File: src/rtl/rtc_ctrl_pkg.sv
// Shared definitions for the RTC main sequencer: state encodings, defaults
// and the grant-index width helper.
package rtc_ctrl_pkg;

    typedef enum logic [2:0] {
        ST_INIT      = 3'b000,
        ST_WHILE     = 3'b001,
        ST_SOLICITUD = 3'b010,
        ST_CONTROL   = 3'b011,
        ST_ABORT     = 3'b100
    } state_e;

    localparam int DEF_N_CH      = 2;
    localparam int DEF_TO_CYCLES = 1024;

    // Width of a channel index; a single channel still needs one bit.
    function automatic int ch_width(input int n);
        return (n > 1) ? $clog2(n) : 1;
    endfunction

endpackage

File: src/rtl/rtc_main_ctrl_arbiter.sv
// Combinational round-robin search: first set request at or above ptr,
// wrapping around the channel count.
module rtc_rr_arbiter
    import rtc_ctrl_pkg::*;
#(
    parameter  int N_CH = DEF_N_CH,
    localparam int CH_W = ch_width(N_CH)
) (
    input  logic [N_CH-1:0] req,
    input  logic [CH_W-1:0] ptr,
    output logic [CH_W-1:0] gnt_idx,
    output logic            gnt_vld
);

    logic [CH_W-1:0] cand_s;
    logic            hit_s;

    // Walk the channels starting at ptr and keep the first requester found.
    always_comb begin
        gnt_idx = '0;
        gnt_vld = 1'b0;
        cand_s  = '0;
        hit_s   = 1'b0;
        for (int i = 0; i < N_CH; i++) begin
            cand_s  = CH_W'((int'(ptr) + i) % N_CH);
            hit_s   = !gnt_vld && req[cand_s];
            gnt_idx = hit_s ? cand_s : gnt_idx;
            gnt_vld = gnt_vld | hit_s;
        end
    end

endmodule

File: src/rtl/rtc_main_ctrl.sv
// RTC main sequencer: one-time init, polling loop, round-robin service of
// user-control channels between polls.
// Optional per-phase watchdog (INIT/CONTROL) with ABORT state and wdt_err
// pulse is built when RTC_CTRL_WDT_EN is defined.
module rtc_main_ctrl
    import rtc_ctrl_pkg::*;
#(
    parameter  int N_CH      = DEF_N_CH,
    parameter  int TO_CYCLES = DEF_TO_CYCLES,
    localparam int CH_W      = ch_width(N_CH)
) (
    input  logic            CLK,
    input  logic            reset,
    input  logic            finint,
    input  logic            finwt,
    input  logic            finct,
    input  logic [N_CH-1:0] usuario,
    output logic            iniciar,
    output logic            whileT,
    output logic [N_CH-1:0] CrontUs,
    output logic [CH_W-1:0] grant_id,
    output logic [2:0]      State,
    output logic            wdt_err
);

    state_e          state_q, state_d;
    logic [CH_W-1:0] grant_id_q, grant_id_d;
    logic [CH_W-1:0] rr_ptr_q, rr_ptr_d;
    logic            iniciar_q, iniciar_d;
    logic            whilet_q, whilet_d;
    logic [N_CH-1:0] crontus_q, crontus_d;
    logic            wdt_err_q, wdt_err_d;
    logic [CH_W-1:0] arb_idx_s;
    logic            arb_vld_s;
    logic            timeout_s;

    rtc_rr_arbiter #(.N_CH(N_CH)) u_arb (
        .req     (usuario),
        .ptr     (rr_ptr_q),
        .gnt_idx (arb_idx_s),
        .gnt_vld (arb_vld_s)
    );

`ifdef RTC_CTRL_WDT_EN
    localparam int              TO_W       = $clog2(TO_CYCLES + 1);
    localparam logic [TO_W-1:0] WDT_LIMIT  = TO_W'(TO_CYCLES - 1);
    localparam logic            WDT_ERR_ON = 1'b1;

    logic [TO_W-1:0] wdt_cnt_q, wdt_cnt_d;

    assign timeout_s = ((state_q == ST_INIT) || (state_q == ST_CONTROL)) &&
                       (wdt_cnt_q == WDT_LIMIT);

    // Watchdog count: restart on any state change, count up (saturating) in guarded phases.
    always_comb begin
        wdt_cnt_d = wdt_cnt_q;
        if (state_d != state_q) begin
            wdt_cnt_d = '0;
        end else if (((state_q == ST_INIT) || (state_q == ST_CONTROL)) &&
                     (wdt_cnt_q != WDT_LIMIT)) begin
            wdt_cnt_d = wdt_cnt_q + TO_W'(1);
        end else begin
            wdt_cnt_d = wdt_cnt_q;
        end
    end

    // Watchdog counter register.
    always_ff @(posedge CLK or negedge reset) begin
        if (!reset) begin
            wdt_cnt_q <= '0;
        end else begin
            wdt_cnt_q <= wdt_cnt_d;
        end
    end
`else
    localparam logic WDT_ERR_ON = 1'b0;

    assign timeout_s = 1'b0;
`endif

    // State register.
    always_ff @(posedge CLK or negedge reset) begin
        if (!reset) begin
            state_q <= ST_INIT;
        end else begin
            state_q <= state_d;
        end
    end

    // Next-state logic; a phase's own fin input beats a simultaneous timeout.
    always_comb begin
        state_d = ST_INIT;
        case (state_q)
            ST_INIT: begin
                if (finint)         state_d = ST_WHILE;
                else if (timeout_s) state_d = ST_ABORT;
                else                state_d = ST_INIT;
            end
            ST_WHILE:     state_d = finwt ? ST_SOLICITUD : ST_WHILE;
            ST_SOLICITUD: state_d = arb_vld_s ? ST_CONTROL : ST_WHILE;
            ST_CONTROL: begin
                if (finct)          state_d = ST_WHILE;
                else if (timeout_s) state_d = ST_ABORT;
                else                state_d = ST_CONTROL;
            end
            ST_ABORT:     state_d = ST_INIT;
            default:      state_d = ST_INIT;
        endcase
    end

    // Grant latch on CONTROL entry; pointer moves past the grant on CONTROL exit.
    always_comb begin
        grant_id_d = grant_id_q;
        rr_ptr_d   = rr_ptr_q;
        if ((state_q == ST_SOLICITUD) && (state_d == ST_CONTROL)) begin
            grant_id_d = arb_idx_s;
        end else begin
            grant_id_d = grant_id_q;
        end
        if ((state_q == ST_CONTROL) && (state_d != ST_CONTROL)) begin
            rr_ptr_d = (int'(grant_id_q) >= N_CH - 1) ? '0 : grant_id_q + CH_W'(1);
        end else begin
            rr_ptr_d = rr_ptr_q;
        end
    end

    // Output decode from the next state so the registered outputs line up with State.
    always_comb begin
        iniciar_d = 1'b0;
        whilet_d  = 1'b0;
        crontus_d = '0;
        wdt_err_d = 1'b0;
        case (state_d)
            ST_INIT:      iniciar_d = 1'b1;
            ST_WHILE:     whilet_d  = 1'b1;
            ST_SOLICITUD: iniciar_d = 1'b0;
            ST_CONTROL: begin
                for (int i = 0; i < N_CH; i++) begin
                    crontus_d[i] = (grant_id_d == CH_W'(i));
                end
            end
            ST_ABORT:     wdt_err_d = WDT_ERR_ON;
            default:      iniciar_d = 1'b0;
        endcase
    end

    // Output, grant and pointer registers.
    always_ff @(posedge CLK or negedge reset) begin
        if (!reset) begin
            grant_id_q <= '0;
            rr_ptr_q   <= '0;
            iniciar_q  <= 1'b0;
            whilet_q   <= 1'b0;
            crontus_q  <= '0;
            wdt_err_q  <= 1'b0;
        end else begin
            grant_id_q <= grant_id_d;
            rr_ptr_q   <= rr_ptr_d;
            iniciar_q  <= iniciar_d;
            whilet_q   <= whilet_d;
            crontus_q  <= crontus_d;
            wdt_err_q  <= wdt_err_d;
        end
    end

    assign iniciar  = iniciar_q;
    assign whileT   = whilet_q;
    assign CrontUs  = crontus_q;
    assign grant_id = grant_id_q;
    assign State    = state_q;
    assign wdt_err  = wdt_err_q;

endmodule

File: config.mk
export PLATFORM = sky130hd
export DESIGN_NAME = rtc_main_ctrl
export DESIGN_NICKNAME = d
export VERILOG_FILES = /design/src/rtl/rtc_ctrl_pkg.sv /design/src/rtl/rtc_main_ctrl_arbiter.sv /design/src/rtl/rtc_main_ctrl.sv
export SDC_FILE = /design/constraint.sdc
export NUM_CORES = 1
export LEC_CHECK = 0
export CORE_AREA = 2 2 39 41
export CTS_BUF_LIST = sky130_fd_sc_hd__clkbuf_4 sky130_fd_sc_hd__clkbuf_8
export DETAILED_ROUTE_END_ITERATION = 10
export DIE_AREA = 0 0 41 43
export HOLD_SLACK_MARGIN = 0.15
export PLACE_DENSITY = 0.71
export REMOVE_ABC_BUFFERS = 1
export SETUP_SLACK_MARGIN = 0.15
export SLEW_MARGIN = 20
export SYNTH_ARGS = -nofsm -noshare
export SYNTH_HDL_FRONTEND = slang
export SYNTH_HIERARCHICAL = 1
export SYNTH_SLANG_ARGS = --single-unit
File: constraint.sdc
create_clock -name CLK -period 1.4 [get_ports CLK]
set_input_delay 0.42 -clock CLK [delete_from_list [all_inputs] [get_ports CLK]]
set_output_delay 0.42 -clock CLK [all_outputs]
set_load 0.1 [all_outputs]
======== Yosys cells after proc, flatten, opt, wreduce, memory -nomap -nowiden ========
Index checks and enable logic that the tools add are counted.
operators by class
  shift operators ......................... 0
  div/mod/pow operators ................... 0
  $mul .................................... 0
  mux-type cells .......................... 16
  add/subtract/negate cells ............... 2
  equality and inequality tests ........... 6
  reductions and logical operators ........ 6
  $lt $le $gt $ge ......................... 3
  bitwise gates (word level) .............. 2
operators with widths
  kind                 number
  $pmux 3 s4           1
  $mux 1               11
  $eq 3x2->1 const B   3
  $mux 2               4
  $eq 3x1->1 const B   2
  $logic_not 3->1      2
  $lt 1x2->1 const B   2
  $logic_and 1x1->1    3
  $ne 3x2->1 const B   1
  $add 1x1->1 const B  2
  $ge 1x1->1 const B   1
  $logic_not 1->1      1
  $not 1->1            1
  $or 1x1->1           1
storage, ports and cells
  RAM bits ................................ 0
  latch bits .............................. 0
  bits of input ports ..................... 7
  memories ................................ 0
  bits in registers ....................... 9
  ROM bits ................................ 0

======== Logic depth before layout (Yosys ltp) ========
  word-level depth ........................ 12
  mapped depth ............................ 4
  mapped depth without buffers ............ 4

======== Modules after synthesis ========
The synthesis kept the hierarchy.
modules (own cells, without submodules)
  module          cells an instance  area each (µm²)  times used
  rtc_main_ctrl   33                 377.9            1
  rtc_rr_arbiter  3                  17.5             1

======== Worst setup path after synthesis ========
OpenSTA, ideal clock, no wires.
  path kind ............................... register to register
  from .................................... reg state_q[1], in the netlist State[1]
  to ...................................... reg grant_id_q, in the netlist grant_id
  slack ................................... -303 ps
  stages on the path, launching flop included .. 4
  buffers on the path ..................... 1
  clock period less this slack ............ 1,703 ps
  setup time .............................. 126 ps
  arrival time ............................ 1,577 ps
  cell sequence ........................... dfrtp_1 > buf_2 > nand3b_1 > mux2_2
on the way
  word-level cells in the longest chain between the ends .. 5
RTL lines
  what                                RTL line              text
  from (decl)                         rtc_main_ctrl.sv:26   state_e state_q, state_d;
  from (signal assigned)              rtc_main_ctrl.sv:86   state_q <= state_d;
  $eq 3x2->1 (tied with other cells)  rtc_main_ctrl.sv:93   case (state_q)
  $pmux 3 s4                          rtc_main_ctrl.sv:93
  $eq 3x2->1                          rtc_main_ctrl.sv:115  if ((state_q == ST_SOLICITUD) && (state_d == ST_CONTROL)) begin
  $logic_and 1x1->1 *                 rtc_main_ctrl.sv:115
  $mux 1 *                            rtc_main_ctrl.sv:115
  net grant_id_d                      rtc_main_ctrl.sv:27   logic [CH_W-1:0] grant_id_q, grant_id_d;
  to (signal assigned)                rtc_main_ctrl.sv:157  grant_id_q <= grant_id_d;
  to (decl)                           rtc_main_ctrl.sv:27
The timed path passes the listed nets; every way through them passes the cells marked *.
A chain may end at the register's enable or synchronous reset.

======== Worst setup path in the final report ========
  from .................................... reg state_q[0], in the netlist State[0]
  to ...................................... out State[0]
RTL lines
  what       RTL line             text
  to (decl)  rtc_main_ctrl.sv:22  output logic [2:0] State,
No word-level cell between the ends.

==> impl_results.md <==
* # port buffers at 13
* Final net count at 70
* Clock Latency Late Sink at 250 ps
* CP bufs+invs at 1
* Num CTS Buffers at 3
* Drt initial violations at 5
* Root buf cell: clkbuf_4
* Ports at 16
* Flip-flop and latch area at 204 sq um
* Via-to-Cell Ratio at 4.55
* Clock Skew at 2.03 ps
* First-pass GRT wire length at 1500 um
* CP required at 980 ps
* Post-synthesis sequential area ratio at 50.6%
* Initial antenna violation count at 0
* R2R Path Start: State[0]$_DFF_PN0_
* Die Wd at 41 um
* Reg clk slew, reported paths at 50 ps
* Status: completed
* Initial Util at 28.6%
* Mean Syn Cell Area at 11.0 sq um
* RR Endpoint: whileT$_DFF_PN0_
* Post-Syn Instances at 36
* CP cell instances: buf_12
* Critical path endpoint category: primary output
* Overflow after GRT at 0
* DRT Pass-1 Iters at 4
* Die area at 1760 sq um
* Top delay family on crit path: flip-flops
* Final worst slack at 126 ps
* Clock Sinks at 8
* Placed cells at 67
* P&R area growth vs syn at 81.3%
* Hold_buf cts at 0
* Inserted Diodes at 0
* Synth cell types at 22
* Multi-input combinational cell area at 166 sq um
* Max Freq at 0.785 GHz
* H-tree levels at 1
* Most frequent cells in the layout: 10 x buf_4, 7 x buf_12, 5 x dfrtp_1
* CP max stage delay at 430 ps
* Vias in the first global route at 320
* Max FO, Critical Path at 2
* Fin crit period at 1270 ps
* RSZ-0062 raised after global routing: yes
* Largest net degree at the start of global routing at 10
* Final cycle utilization of the critical path at 91.0%
* Core area at 1380 sq um
* # DRC at 0
* CP Class: flip-flop to primary output
* HP Class: input port to async pin
* Startpoint types: flip-flop
* TritonCTS clock tree: done
* Clk buf depth at 2
* GRT Overall Usage at 14.3%
* Routed length per placed instance at 11.1 um
* Worst reg2reg path depth at 3
* Commonest non-fill, non-tap cell in the layout: buf_4
* Data arrival, critical path at 850 ps
* Maxcap violations at 0
* Total Wirelength at 853 um
* Fillers at 111
* Share of cells above drive strength 1 at 45.9%
* Seq cells post-synth at 8
* Slew Viols, Final at 0
* Slowest-stage cell, CP: dfrtp_2
* Final GP Congestion at 0.790
* Post-Layout Cell Count at 77
* Dpl ws at -297 ps
* Synthesized area at 395 sq um
* Die height at 43 um
* R2r setup slk at 170 ps
* Row cnt at 14
* Final ANT Viol Nets at 0
* Syn. warnings at 6
* Vias at 350
* Final setup vio count at 0
* Hold Vio Cnt, Final at 0
[stage by stage]
stage / area (sq um) / TNS [ps] / util [%] / hold WS (ps)
2_1_floorplan: 379 / -1010 / - / 124
3_3_place_gp: 629 / -890 / 45.5 / 508
3_5_place_dp: 629 / -1090 / 45.5 / 523
4_1_cts: 697 / 0 / 50.4 / 442
5_1_grt: 717 / 0 / 51.8 / 472
6_report: 717 / 0 / 51.8 / 432
[worst max-delay path by stage]
stage | from | end | slack, ps | cells past startpoint
floorplan | State[0]$_DFF_PN0_ | grant_id$_DFF_PN0_ | -300 | 2
global placement | usuario[1] | grant_id$_DFF_PN0_ | -290 | 4
detailed placement | usuario[1] | grant_id$_DFF_PN0_ | -300 | 4
CTS | State[1]$_DFF_PN0_ | State[1] | 120 | 1
global route | grant_id$_DFF_PN0_ | grant_id | 110 | 1
finish | State[0]$_DFF_PN0_ | State[0] | 130 | 1
[what timing repair did]
action                     CTS  global route
pin swaps                    1             1
resized for setup            8             2
setup endpoints to repair    9            10
setup buffers                5             2
[synthesized netlist by cell type, drive strengths merged]
cell / count / share of area (%)
a211o: 1 / 2.2
a21boi: 2 / 3.8
and2: 1 / 1.6
buf: 3 / 5.1
conb: 1 / 0.95
dfrtp: 8 / 51
inv: 5 / 4.7
mux2: 1 / 2.8
mux2i: 1 / 2.5
mux4: 1 / 5.7
nand3: 1 / 1.3
nand3b: 3 / 5.7
nor2: 1 / 0.95
nor2b: 1 / 1.6
nor3: 1 / 1.3
nor3b: 2 / 3.8
o21a: 1 / 1.9
o31ai: 1 / 1.9
or2: 1 / 1.6
[layer usage]
metal / part of all wire [%] / global-route usage [%] / vias to the layer above
met2: 48 / 16.9 / 17
met5: 0 / 0 / -
met3: 7.3 / 5.24 / 5
li1: - / - / 167
met1: 38 / 16.7 / 161
met4: 7.2 / 18.0 / 0
[state kept, by name, indices dropped and copies added, names as in the netlist]
signal / count
whileT: 1
State: 2
grant_id: 1
CrontUs: 2
rr_ptr_q: 1
iniciar: 1
[layout make-up]
class / instances / share of cell area, %
multi-input cells: 21 / 23.2
flip-flops and latches: 8 / 28.4
clock buffers: 3 / 3.14
inverters: 5 / 2.97
well taps: 16 / 2.79
repair buffers: 24 / 39.4
[cells by family after synthesis]
| group | share of synthesized area (%) |
|---|---|
| buf+inv | 9.81 |
| flops | 50.6 |
| compound gates | 9.81 |
| other cells | 0.948 |
| simple gates | 17.7 |
| mux | 11.1 |
Power is not shown: default switching activity piles up to over one toggle a cycle in this logic, so the estimate is an artifact.
